**config.mk**
```make
export PLATFORM = sky130hd
export DESIGN_NAME = mmio_timer_responder
export DESIGN_NICKNAME = d
export VERILOG_FILES = /design/src/rtl/mmio_timer_responder.sv
export SDC_FILE = /design/constraint.sdc
export NUM_CORES = 1
export LEC_CHECK = 0
export ABC_AREA = 1
export CAP_MARGIN = 0
export CORE_ASPECT_RATIO = 0.9
export CORE_UTILIZATION = 51
export DETAILED_ROUTE_END_ITERATION = 8
export MAX_ROUTING_LAYER = met4
export PLACE_DENSITY = 0.74
export SETUP_SLACK_MARGIN = 0.1
export SLEW_MARGIN = 40
export SYNTH_ARGS = -nofsm -noshare
export SYNTH_HDL_FRONTEND = slang
export SYNTH_SLANG_ARGS = --single-unit
```
**constraint.sdc**
```tcl
create_clock -name clock -period 21 [get_ports clock]
set_input_delay 5.25 -clock clock [delete_from_list [all_inputs] [get_ports clock]]
set_output_delay 5.25 -clock clock [all_outputs]
set_load 0.05 [all_outputs]
```
**src/rtl/mmio_timer_responder.sv**
```systemverilog
// mmio_timer_responder
//
// Memory-mapped slave on the core's data-memory req/rsp interface. It sits
// beside the data SRAM behind an address decode and provides:
//   - a 32-bit GPIO output register driving io_pin
//   - a 64-bit prescaled free-running timer (MTIME) with a 64-bit compare
//     register (MTIMECMP) and a level interrupt
//   - a programmable response latency, so the core's wait-state path gets
//     exercised
//
// State table:
//   state   | meaning
//   IDLE    | ready for a request; io_req_ready = 1
//   WAIT    | request accepted, burning LATENCY-1 wait cycles
//   RESP    | io_rsp_valid pulse; read data driven on dataResponse
//
// Register map (offset = addr[7:2] << 2):
//   0x00 GPIO_OUT    RW
//   0x04 MTIME_LO    RW
//   0x08 MTIME_HI    RW
//   0x0C MTIMECMP_LO RW
//   0x10 MTIMECMP_HI RW
//   0x14 CTRL        RW  [0] = EN, [31:1] read 0
//   0x18 STATUS      RO  [0] = PEND
//   other offsets and addresses outside the region: writes ignored, reads 0
//
// Ports:
//   clock                      in   rising-edge clock
//   reset                      in   asynchronous, active-high reset
//   io_req_valid               in   request present, held until accepted
//   io_req_ready               out  high only in IDLE; accept = valid && ready
//   io_req_bits_addrRequest    in   byte address, [1:0] ignored
//   io_req_bits_dataRequest    in   write data
//   io_req_bits_activeByteLane in   write byte enables
//   io_req_bits_isWrite        in   1 = write, 0 = read
//   io_rsp_valid               out  one-cycle response pulse
//   io_rsp_bits_dataResponse   out  read data in RESP, 0 otherwise
//   io_pin                     out  GPIO_OUT register
//   io_irq                     out  timer interrupt, level (PEND && EN)

module mmio_timer_responder #(
  parameter logic [31:0] BASE_ADDR = 32'h4000_0000,
  parameter int unsigned LATENCY   = 1,
  parameter int unsigned PRESCALE  = 1
) (
  input  logic        clock,
  input  logic        reset,
  input  logic        io_req_valid,
  output logic        io_req_ready,
  input  logic [31:0] io_req_bits_addrRequest,
  input  logic [31:0] io_req_bits_dataRequest,
  input  logic [3:0]  io_req_bits_activeByteLane,
  input  logic        io_req_bits_isWrite,
  output logic        io_rsp_valid,
  output logic [31:0] io_rsp_bits_dataResponse,
  output logic [31:0] io_pin,
  output logic        io_irq
);

  typedef enum logic [1:0] {
    ST_IDLE = 2'd0,
    ST_WAIT = 2'd1,
    ST_RESP = 2'd2
  } state_t;

  localparam logic [5:0] IDX_GPIO     = 6'd0;
  localparam logic [5:0] IDX_MTIME_LO = 6'd1;
  localparam logic [5:0] IDX_MTIME_HI = 6'd2;
  localparam logic [5:0] IDX_CMP_LO   = 6'd3;
  localparam logic [5:0] IDX_CMP_HI   = 6'd4;
  localparam logic [5:0] IDX_CTRL     = 6'd5;
  localparam logic [5:0] IDX_STATUS   = 6'd6;

  // The wait counter is loaded on accept and counts down to zero; WAIT lasts
  // LATENCY-1 cycles, so the load value is LATENCY-2 (unused when LATENCY==1).
  localparam logic [3:0]  WAIT_LOAD  = (LATENCY > 1) ? 4'(LATENCY - 2) : 4'd0;
  localparam logic [15:0] PRESC_LAST = 16'(PRESCALE - 1);
  localparam bit          LAT_ONE    = (LATENCY == 1);

  state_t       state_q, state_d;
  logic [3:0]   wait_cnt_q, wait_cnt_d;
  logic [31:0]  rd_data_q, rd_data_d;
  logic [31:0]  gpio_q, gpio_d;
  logic [63:0]  mtime_q, mtime_d;
  logic [63:0]  mtimecmp_q, mtimecmp_d;
  logic         en_q, en_d;
  logic [15:0]  presc_q, presc_d;
  logic         pend_q, pend_d;

  logic         accept;
  logic         region_hit;
  logic [5:0]   reg_idx;
  logic         wr_en;
  logic [31:0]  rd_mux;
  logic         tick;
  logic         addr_lsb_unused;

  assign addr_lsb_unused = ^io_req_bits_addrRequest[1:0];

  function automatic logic [31:0] merge_bytes(input logic [31:0] old_val,
                                              input logic [31:0] new_val,
                                              input logic [3:0]  be);
    logic [31:0] res;
    res = old_val;
    for (int i = 0; i < 4; i++) begin
      if (be[i]) res[8*i +: 8] = new_val[8*i +: 8];
    end
    return res;
  endfunction

  // Address decode and read mux
  always_comb begin
    accept     = io_req_valid && (state_q == ST_IDLE);
    region_hit = (io_req_bits_addrRequest[31:8] == BASE_ADDR[31:8]);
    reg_idx    = io_req_bits_addrRequest[7:2];
    wr_en      = accept && io_req_bits_isWrite && region_hit;

    rd_mux = 32'd0;
    if (region_hit) begin
      case (reg_idx)
        IDX_GPIO:     rd_mux = gpio_q;
        IDX_MTIME_LO: rd_mux = mtime_q[31:0];
        IDX_MTIME_HI: rd_mux = mtime_q[63:32];
        IDX_CMP_LO:   rd_mux = mtimecmp_q[31:0];
        IDX_CMP_HI:   rd_mux = mtimecmp_q[63:32];
        IDX_CTRL:     rd_mux = {31'd0, en_q};
        IDX_STATUS:   rd_mux = {31'd0, pend_q};
        default:      rd_mux = 32'd0;
      endcase
    end
  end

  // Response FSM
  always_comb begin
    state_d    = state_q;
    wait_cnt_d = wait_cnt_q;
    rd_data_d  = rd_data_q;

    case (state_q)
      ST_IDLE: begin
        if (accept) begin
          rd_data_d = io_req_bits_isWrite ? 32'd0 : rd_mux;
          if (LAT_ONE) begin
            state_d = ST_RESP;
          end else begin
            state_d    = ST_WAIT;
            wait_cnt_d = WAIT_LOAD;
          end
        end
      end
      ST_WAIT: begin
        if (wait_cnt_q == 4'd0) begin
          state_d = ST_RESP;
        end else begin
          wait_cnt_d = wait_cnt_q - 4'd1;
        end
      end
      ST_RESP: begin
        state_d = ST_IDLE;
      end
      default: begin
        state_d = ST_IDLE;
      end
    endcase
  end

  // Register writes and timer
  always_comb begin
    gpio_d     = gpio_q;
    mtimecmp_d = mtimecmp_q;
    en_d       = en_q;

    tick    = en_q && (presc_q == PRESC_LAST);
    presc_d = 16'd0;
    if (en_q && !tick) presc_d = presc_q + 16'd1;

    mtime_d = tick ? (mtime_q + 64'd1) : mtime_q;

    if (wr_en) begin
      case (reg_idx)
        IDX_GPIO: begin
          gpio_d = merge_bytes(gpio_q, io_req_bits_dataRequest,
                               io_req_bits_activeByteLane);
        end
        // A write to either MTIME half suppresses the tick for that cycle and
        // merges into the pre-tick value.
        IDX_MTIME_LO: begin
          mtime_d = {mtime_q[63:32],
                     merge_bytes(mtime_q[31:0], io_req_bits_dataRequest,
                                 io_req_bits_activeByteLane)};
        end
        IDX_MTIME_HI: begin
          mtime_d = {merge_bytes(mtime_q[63:32], io_req_bits_dataRequest,
                                 io_req_bits_activeByteLane),
                     mtime_q[31:0]};
        end
        IDX_CMP_LO: begin
          mtimecmp_d[31:0] = merge_bytes(mtimecmp_q[31:0], io_req_bits_dataRequest,
                                         io_req_bits_activeByteLane);
        end
        IDX_CMP_HI: begin
          mtimecmp_d[63:32] = merge_bytes(mtimecmp_q[63:32], io_req_bits_dataRequest,
                                          io_req_bits_activeByteLane);
        end
        IDX_CTRL: begin
          if (io_req_bits_activeByteLane[0]) en_d = io_req_bits_dataRequest[0];
        end
        default: begin
        end
      endcase
    end

    pend_d = (mtime_q >= mtimecmp_q);
  end

  always_ff @(posedge clock or posedge reset) begin
    if (reset) begin
      state_q    <= ST_IDLE;
      wait_cnt_q <= 4'd0;
      rd_data_q  <= 32'd0;
      gpio_q     <= 32'd0;
      mtime_q    <= 64'd0;
      mtimecmp_q <= 64'hFFFF_FFFF_FFFF_FFFF;
      en_q       <= 1'b0;
      presc_q    <= 16'd0;
      pend_q     <= 1'b0;
    end else begin
      state_q    <= state_d;
      wait_cnt_q <= wait_cnt_d;
      rd_data_q  <= rd_data_d;
      gpio_q     <= gpio_d;
      mtime_q    <= mtime_d;
      mtimecmp_q <= mtimecmp_d;
      en_q       <= en_d;
      presc_q    <= presc_d;
      pend_q     <= pend_d;
    end
  end

  assign io_req_ready             = (state_q == ST_IDLE);
  assign io_rsp_valid             = (state_q == ST_RESP);
  assign io_rsp_bits_dataResponse = (state_q == ST_RESP) ? rd_data_q : 32'd0;
  assign io_pin                   = gpio_q;
  assign io_irq                   = pend_q && en_q;

endmodule

```
* Yosys cells after proc, flatten, opt, wreduce, memory -nomap -nowiden *
Cells that the tools add are included.

operators by class
  add/sub/neg operators = 3
  reductions and logical operators = 35
  bitwise logic cells = 1
  mux-type cells = 15
  equal/unequal tests = 21
  $lt $le $gt $ge = 1

operators with widths
  kind                                                                     number
  32-bit one-hot mux with 7 select lines                                   1
  64-bit two-way mux                                                       2
  64-bit one-hot mux with 2 select lines                                   1
  32-bit two-way mux                                                       3
  64-bit by 1-bit adder with 64-bit output, second input constant          1
  64-bit >= comparator                                                     1
  3-bit AND reduction                                                      13
  8-bit two-way mux                                                        4
  24-bit by 23-bit equality test with 1-bit output, second input constant  1
  3-bit inequality test, second input constant                             8
  2-bit AND reduction                                                      11
  6-bit by 3-bit equality test with 1-bit output, second input constant    3
  16-bit by 1-bit adder with 16-bit output, second input constant          1
  16-bit zero test                                                         1
  16-bit two-way mux                                                       1
  6-bit by 2-bit equality test with 1-bit output, second input constant    2
  6-bit by 1-bit equality test with 1-bit output, second input constant    1
  1-bit logical AND                                                        6
  6-bit zero test                                                          1
  2-bit inequality test, second input constant                             3
  4-bit zero test                                                          1
  2-bit two-way mux                                                        2
  2-bit one-hot mux with 2 select lines                                    1
  4-bit by 1-bit subtractor with 4-bit output, second input constant       1
  other kinds (6)                                                          6

storage, ports and cells
  word-level logic and storage cells = 102
  input bits = 72
  register bits = 216

* Depth between registers and ports, before layout *
Gate-level depths: netlist of the first run.

  depth after elaboration = 6
  depth in mapped cells = 16

* Least setup slack after synthesis of the first run *
No wires, ideal clock.

  kind = register to output
  start = register state_q[1]
  end = output io_rsp_bits_dataResponse[2]
  data arrival time = 1.452 ns
  path slack = 14.298 ns
  cell stages (with the launch flop) = 5
  path buffers = 2
  required time = 15.750 ns
  cell sequence = dfrtp_1 > buf_6 > clkbuf_1 > nand2_1 > inv_1

between the ends
  cells in the longest elaborated chain, start to end = 2

ends and longest elaborated chain
  what                    RTL line  source
  start, declared         80        state_t state_q, state_d;
  start signal, assigned  228       state_q <= state_d;
  2-bit equality test     242       assign io_rsp_bits_dataResponse = (state_q == ST_RESP) ? rd_data_q : 32'd0;
  32-bit two-way mux      242
  end, declared           55        output logic [31:0] io_rsp_bits_dataResponse,

Every way passes these cells.

* Final worst setup path of the first run *
  start = input io_req_bits_addrRequest[2]
  end = register mtime_q[61]

between the ends
  cells in the longest elaborated chain, start to end = 3

ends and longest elaborated chain
  what                                                                                                              RTL line  source
  start, declared                                                                                                   50        input logic [31:0] io_req_bits_addrRequest,
  6-bit by 2-bit equality test with 1-bit output or 6-bit by 1-bit equality test with 1-bit output (tied branches)  180       case (reg_idx)
  64-bit one-hot mux with 2 select lines, or another cell as far along                                              180
  64-bit two-way mux or 2-bit AND reduction (tied branches)                                                         --
  end signal, assigned                                                                                              232       mtime_q <= mtime_d;
  end, declared                                                                                                     84        logic [63:0] mtime_q, mtime_d;

Several ways; a longest one is shown, not always the timed one.
A chain may end at the register's enable or synchronous reset.

==> flow_metrics.tcl, run 1 <==
set metrics [dict create \
    outcome "finished, final reports clean" \
    path_max_fanout 28 \
    area_delta_synth_final_pct 16.34 \
    drv_slew 0 \
    avgSynthCellArea_sq_um 6.844 \
    fp.dieArea_sq_mm 0.02966 \
    routed_wl_um 56240 \
    ctsResizeCount 0 \
    place_congestion 1.033 \
    rsz0062_at_grt "false" \
    p_total_mw 0.8898 \
    cts.path.max_buffers 3 \
    via_per_inst 5.798 \
    track_usage_pct 39.54 \
    required_ns 21.42 \
    synthFlopType "dfrtp_1" \
    yosysSeqAreaShare_pct 36.27 \
    ir_drop_mv 0.05983 \
    drtPass1Iterations 6 \
    overflow 0 \
    grt_pass1_wl_um 85640 \
    slew-limit-headroom_pct 40.80 \
    postCtsSetupBuffers 0 \
    synth.most_common_cell "nand2_1" \
    portBuffers 136 \
    fin_nets 2411 \
    whs_ns 0.4628 \
    clk_latency_ns 0.55 \
    dr_total_vias 15364 \
    synth_nets 2298 \
    fp.dieH_um 163.5 \
    cts_tree "done" \
    worst-endpoint-arrival_ns 8.41 \
    ant_nets 0 \
    drtIter0Drc 1483 \
    yosysUniqueCellTypes 47 \
    cts_hold_buf 0 \
    hold_viol_final 0 \
    p_per_area_mw_per_mm2 51.76 \
    clockRootBuffer "clkbuf_16" \
    fmaxAchievable_mhz 125.3 \
    die_w_um 181.4 \
    cts.sinks 211 \
    final.setup.tns_ns 0 \
    ys_warn_count 0 \
    fin_crit_sh_pct 38.02 \
    endpoint_kind "flip-flop" \
    htree_num_levels 1 \
    crit_type "in2reg" \
    ys_ff_latch 211 \
    wl_per_cell_um 21.22 \
    netlist_instances 2159 \
    setup_violations 0 \
    synth_top_area_share_pct 24.89 \
    coreArea_sq_mm 0.02823 \
    skew_ns 0.01539 \
    async_flop_share_pct 100.0 \
    fin_cells 2650 \
    grt_pass1_vias 14550 \
    ys_top_cells_by_count "nand2_1, inv_1, nor2_1" \
    antenna_found_initial 0 \
    min_path_type "reg2reg" \
    tightest_slew_ns 0.8848 \
    io-pin-count 139 \
    start_kind "input pin" \
    rows 58 \
    layout-drive-gt1-share_pct 8.996 \
    clk_pin_slew_worst_paths_ns 0.06 \
    netlist_area_sq_mm 0.01478 \
    yosys.area.top_type "dfrtp_1" \
    cts_buffers 24 \
    initial_core_util_pct 52.34 \
    period_needed_ns 7.984 \
    max_cap_viol_count 0 \
    place_inst 2606 \
    drc 0 \
    diodes 0 \
    hpwl_um 42660 \
    ys_top_cells_by_area "dfrtp_1, nand2_1, dfstp_2, inv_1, nor2_1" \
    grt_max_degree 141 \
    synth_edf_count 0 \
    p_leak_nw 7.670 \
]
## layout make-up
cell class	instances	area [sq um]
inverters	302	1154
multi-input cells	1589	7985
repair buffers	144	1433
well taps	360	450.4
clock inverters	10	108.9
flip-flops and latches	211	5361
clock buffers	34	699.4
fillers	2616	11040
## worst paths after layout
check | slack, ns | from | end | depth (start not counted)
worst max-delay path | 13.02 | io_req_bits_addrRequest[2] | mtime_q[61]$_DFFE_PP0P_ | 10
worst max register to register | 17.42 | state_q[1]$_DFFE_PP0P_ | mtime_q[40]$_DFFE_PP0P_ | 10
worst min-delay path | 0.46 | presc_q[0]$_DFF_PP0_ | presc_q[0]$_DFF_PP0_ | 1
worst min register to register | 0.46 | presc_q[0]$_DFF_PP0_ | presc_q[0]$_DFF_PP0_ | 1
max in group asynchronous | 14.56 | reset | state_q[1]$_DFFE_PP0P_ | 3
min in group asynchronous | 5.29 | reset | io_pin[6]$_DFFE_PP0P_ | 2
## kinds of logic (layout without fill, tap and decap cells)
| group | count (synthesis) | count (layout) | synth area share (%) |
|---|---|---|---|
| compound gates | 374 | 374 | 14.22 |
| xor+xnor | 20 | 20 | 1.185 |
| fa+ha+maj | 67 | 67 | 5.673 |
| buf+inv | 359 | 490 | 9.839 |
| flops | 211 | 211 | 36.27 |
| simple gates | 1128 | 1128 | 32.81 |
## routing by layer
layer / track usage, % / routed length [um] / up-vias
met1: 51.59 / 23970 / 7201
met3: 6.711 / 4785 / 165
li1: - / - / 7202
met5: - / 0 / -
met4: 17.87 / 2881 / 0
met2: 60.26 / 24590 / 796
## registers in the layout (all words and copies together) (netlist names)
register,count
presc_q,16
en_q,1
state_q,1
io_pin,32
pend_q,1
mtime_q,64
mtimecmp_q,64
rd_data_q,32
## placed cells by master, fill, tap and decap left out, drive strengths merged, types with 2 or more instances in the layout
master	instances
nor3b	4
nor3	28
dfstp	64
inv	300
clkdlybuf4s50	136
o211ai	5
dfrtp	147
a21oi	62
a211oi	32
o22ai	47
nand4	43
buf	8
clkinvlp	2
clkinv	8
nand3	110
o21ai	218
ha	67
clkbuf	34
nand2	682
o21a	4
nor2	258
xnor2	2
o21bai	2
xor2	18
bufinv	2
## where the power goes
| group | internal [mW] | total (mW) | switching, mW |
|---|---|---|---|
| Clock | 0.257 | 0.440 | 0.183 |
| Sequential | 0.407 | 0.409 | 0.00171 |
| Combinational | 0.0141 | 0.0406 | 0.0265 |
## stage by stage
step	instance area, sq um	util (%)	setup slack (ns)
final	17190	60.90	13.02
after global routing	17190	60.90	12.92
after CTS	17180	60.85	13.20
after detailed placement	16370	57.99	12.65
after global placement	16330	57.83	12.37
after floorplan	14780	-	10.09
## worst max-delay path, stage by stage
cell and delay, ns:
clkdlybuf4s50_1 0.55, inv_1 0.07, nor2_2 0.15, nand3_2 0.67, inv_4 0.68, nand2_4 0.35
nand2_2 0.36, inv_2 0.15, nor2_1 0.11, a21oi_1 0.05
No activity file was read; power rests on OpenSTA's default activity.
==> inputs of run 2 (changes only) <==
clock period = 7.75 ns   (was 21 ns; I/O delays follow)
==> flow_metrics.tcl, run 2 (synthesis gave the netlist of run 1 again) <==
set metrics [dict create \
    track_usage_pct 39.57 \
    grtUsageMet2_pct 62.55 \
    layout_commonest_cell "nand2_1" \
    overflow 0 \
    fin_crit_sh_pct 61.28 \
    layout-drive-gt1-share_pct 9.119 \
    rsz0062_at_grt "false" \
    drv_slew 0 \
    setup_violations 0 \
    cts_hold_buf 0 \
    grt_busiest_layer "met2" \
    reg_top3 "mtime_q: 64 flops, mtimecmp_q: 64 flops" \
    slew-limit-headroom_pct 39.33 \
    fin_nets 2413 \
    place_worst_setup_slack_ns 2.631 \
    dr_total_vias 15355 \
    tightest_slew_ns 0.9068 \
    routed_wl_um 57130 \
    hpwl_um 42790 \
    endpoint_kind "flip-flop" \
    fp.dieH_um 163.5 \
    initial_core_util_pct 52.34 \
    die_w_um 181.4 \
    n_fill_cell 2645 \
    rr_worst_depth 11 \
    whs_ns 0.4625 \
    ant_nets 0 \
    period_needed_ns 4.749 \
    portBuffers 136 \
    via_per_inst 5.786 \
    htree_num_levels 1 \
    worst-endpoint-arrival_ns 5.19 \
    p_leak_nw 7.728 \
    area_delta_synth_final_pct 17.10 \
    cts.path.max_buffers 3 \
    path_max_fanout 28 \
    cts_buffers 24 \
    cts.sinks 211 \
    layout_common_cells "nand2_1, inv_1, nor2_1" \
    regArea_sq_mm 0.005360 \
    clockRootBuffer "clkbuf_16" \
    place_area_sq_mm 0.01638 \
    grt.met3_usage_pct 7.915 \
    min_path_type "reg2reg" \
    setup_ws_ns 3.001 \
    skew_ns 0.03004 \
    outcome "finished, final reports clean" \
    grt_pass1_wl_um 85470 \
    grt_max_degree 129 \
    coreArea_sq_mm 0.02823 \
    met1_usage_pct 50.40 \
    required_ns 8.19 \
    rows 58 \
    max_cap_viol_count 0 \
    postCtsSetupBuffers 0 \
    hold_viol_final 0 \
    clk_pin_slew_worst_paths_ns 0.06 \
    drtIter0Drc 1651 \
    drtPass1Iterations 5 \
    drc 0 \
    place_congestion 1.050 \
    cts_tree "done" \
    ctsResizeCount 0 \
    wl_per_cell_um 21.53 \
    grt_pass1_vias 14437 \
    multi_input_area_sq_mm 0.007985 \
    start_kind "input pin" \
    crit_type "in2reg" \
    antenna_found_initial 1 \
    fmaxAchievable_mhz 210.5 \
    p_per_area_mw_per_mm2 145.8 \
    hold_depth 1 \
    io-pin-count 139 \
    clk_latency_ns 0.56 \
    final_area_sq_mm 0.01730 \
    final.setup.tns_ns 0 \
    fp.dieArea_sq_mm 0.02966 \
    ir_drop_mv 0.2046 \
]
==> run 2: cell count changes in the layout (fill, tap and decap cells not counted), sizes merged <==
cell	change
buf	+2
bufinv	+3
clkbuf	+1
clkinv	-4
clkinvlp	-1
diode	+2
inv	+1
==> run 2: final cells by class <==
class                   count  area share, %
multi-input cells        1589          46.15
flip-flops and latches    211          30.98
repair buffers            146          8.345
inverters                 302          6.660
clock buffers              35          4.172
well taps                 360          2.603
clock inverters             9          1.063
diodes                      2        0.02892
==> run 2: path summary, 6_finish.rpt <==
check,startpoint,to,slack (ns)
max,io_req_bits_addrRequest[2],mtime_q[56]$_DFFE_PP0P_,3.00
min,presc_q[0]$_DFF_PP0_,presc_q[0]$_DFF_PP0_,0.46
max reg2reg,state_q[1]$_DFFE_PP0P_,mtime_q[40]$_DFFE_PP0P_,4.16
min reg2reg,presc_q[0]$_DFF_PP0_,presc_q[0]$_DFF_PP0_,0.46
max in group asynchronous,reset,mtime_q[50]$_DFFE_PP0P_,4.52
min in group asynchronous,reset,io_pin[3]$_DFFE_PP0P_,1.94
==> run 2: report_power, final <==
part	switching (mW)	leakage, nW	internal, mW
combinational	0.0773	4.59	0.0388
sequential	0.00102	2.69	1.10
clock	0.489	0.442	0.812
total	0.568	7.73	1.95
==> run 2: through the flow <==
stage / power [mW] / std cells / util (%)
floorplan: 1.170 / 2159 / -
global placement: 1.236 / 2605 / 57.88
detailed placement: 1.238 / 2608 / 58.02
CTS: 2.528 / 2652 / 61.23
global route: 2.576 / 2653 / 61.28
finish: 2.522 / 2654 / 61.29
==> run 2: routing by layer <==
metal | share of wire (%) | up-vias
met1 | 42 | 7259
met3 | 9.1 | 132
met2 | 45 | 762
met4 | 3.9 | 0
li1 | - | 7202
met5 | 0 | -
==> run 2: worst max-delay path, cell delays in order <==
cell and delay [ns]:
clkdlybuf4s50_1 0.58, inv_1 0.09, nor2_2 0.15, nand3_2 0.66
inv_4 0.67, nand2_4 0.40, nand2_2 0.36, inv_2 0.14
nor2_1 0.11, a21oi_1 0.06
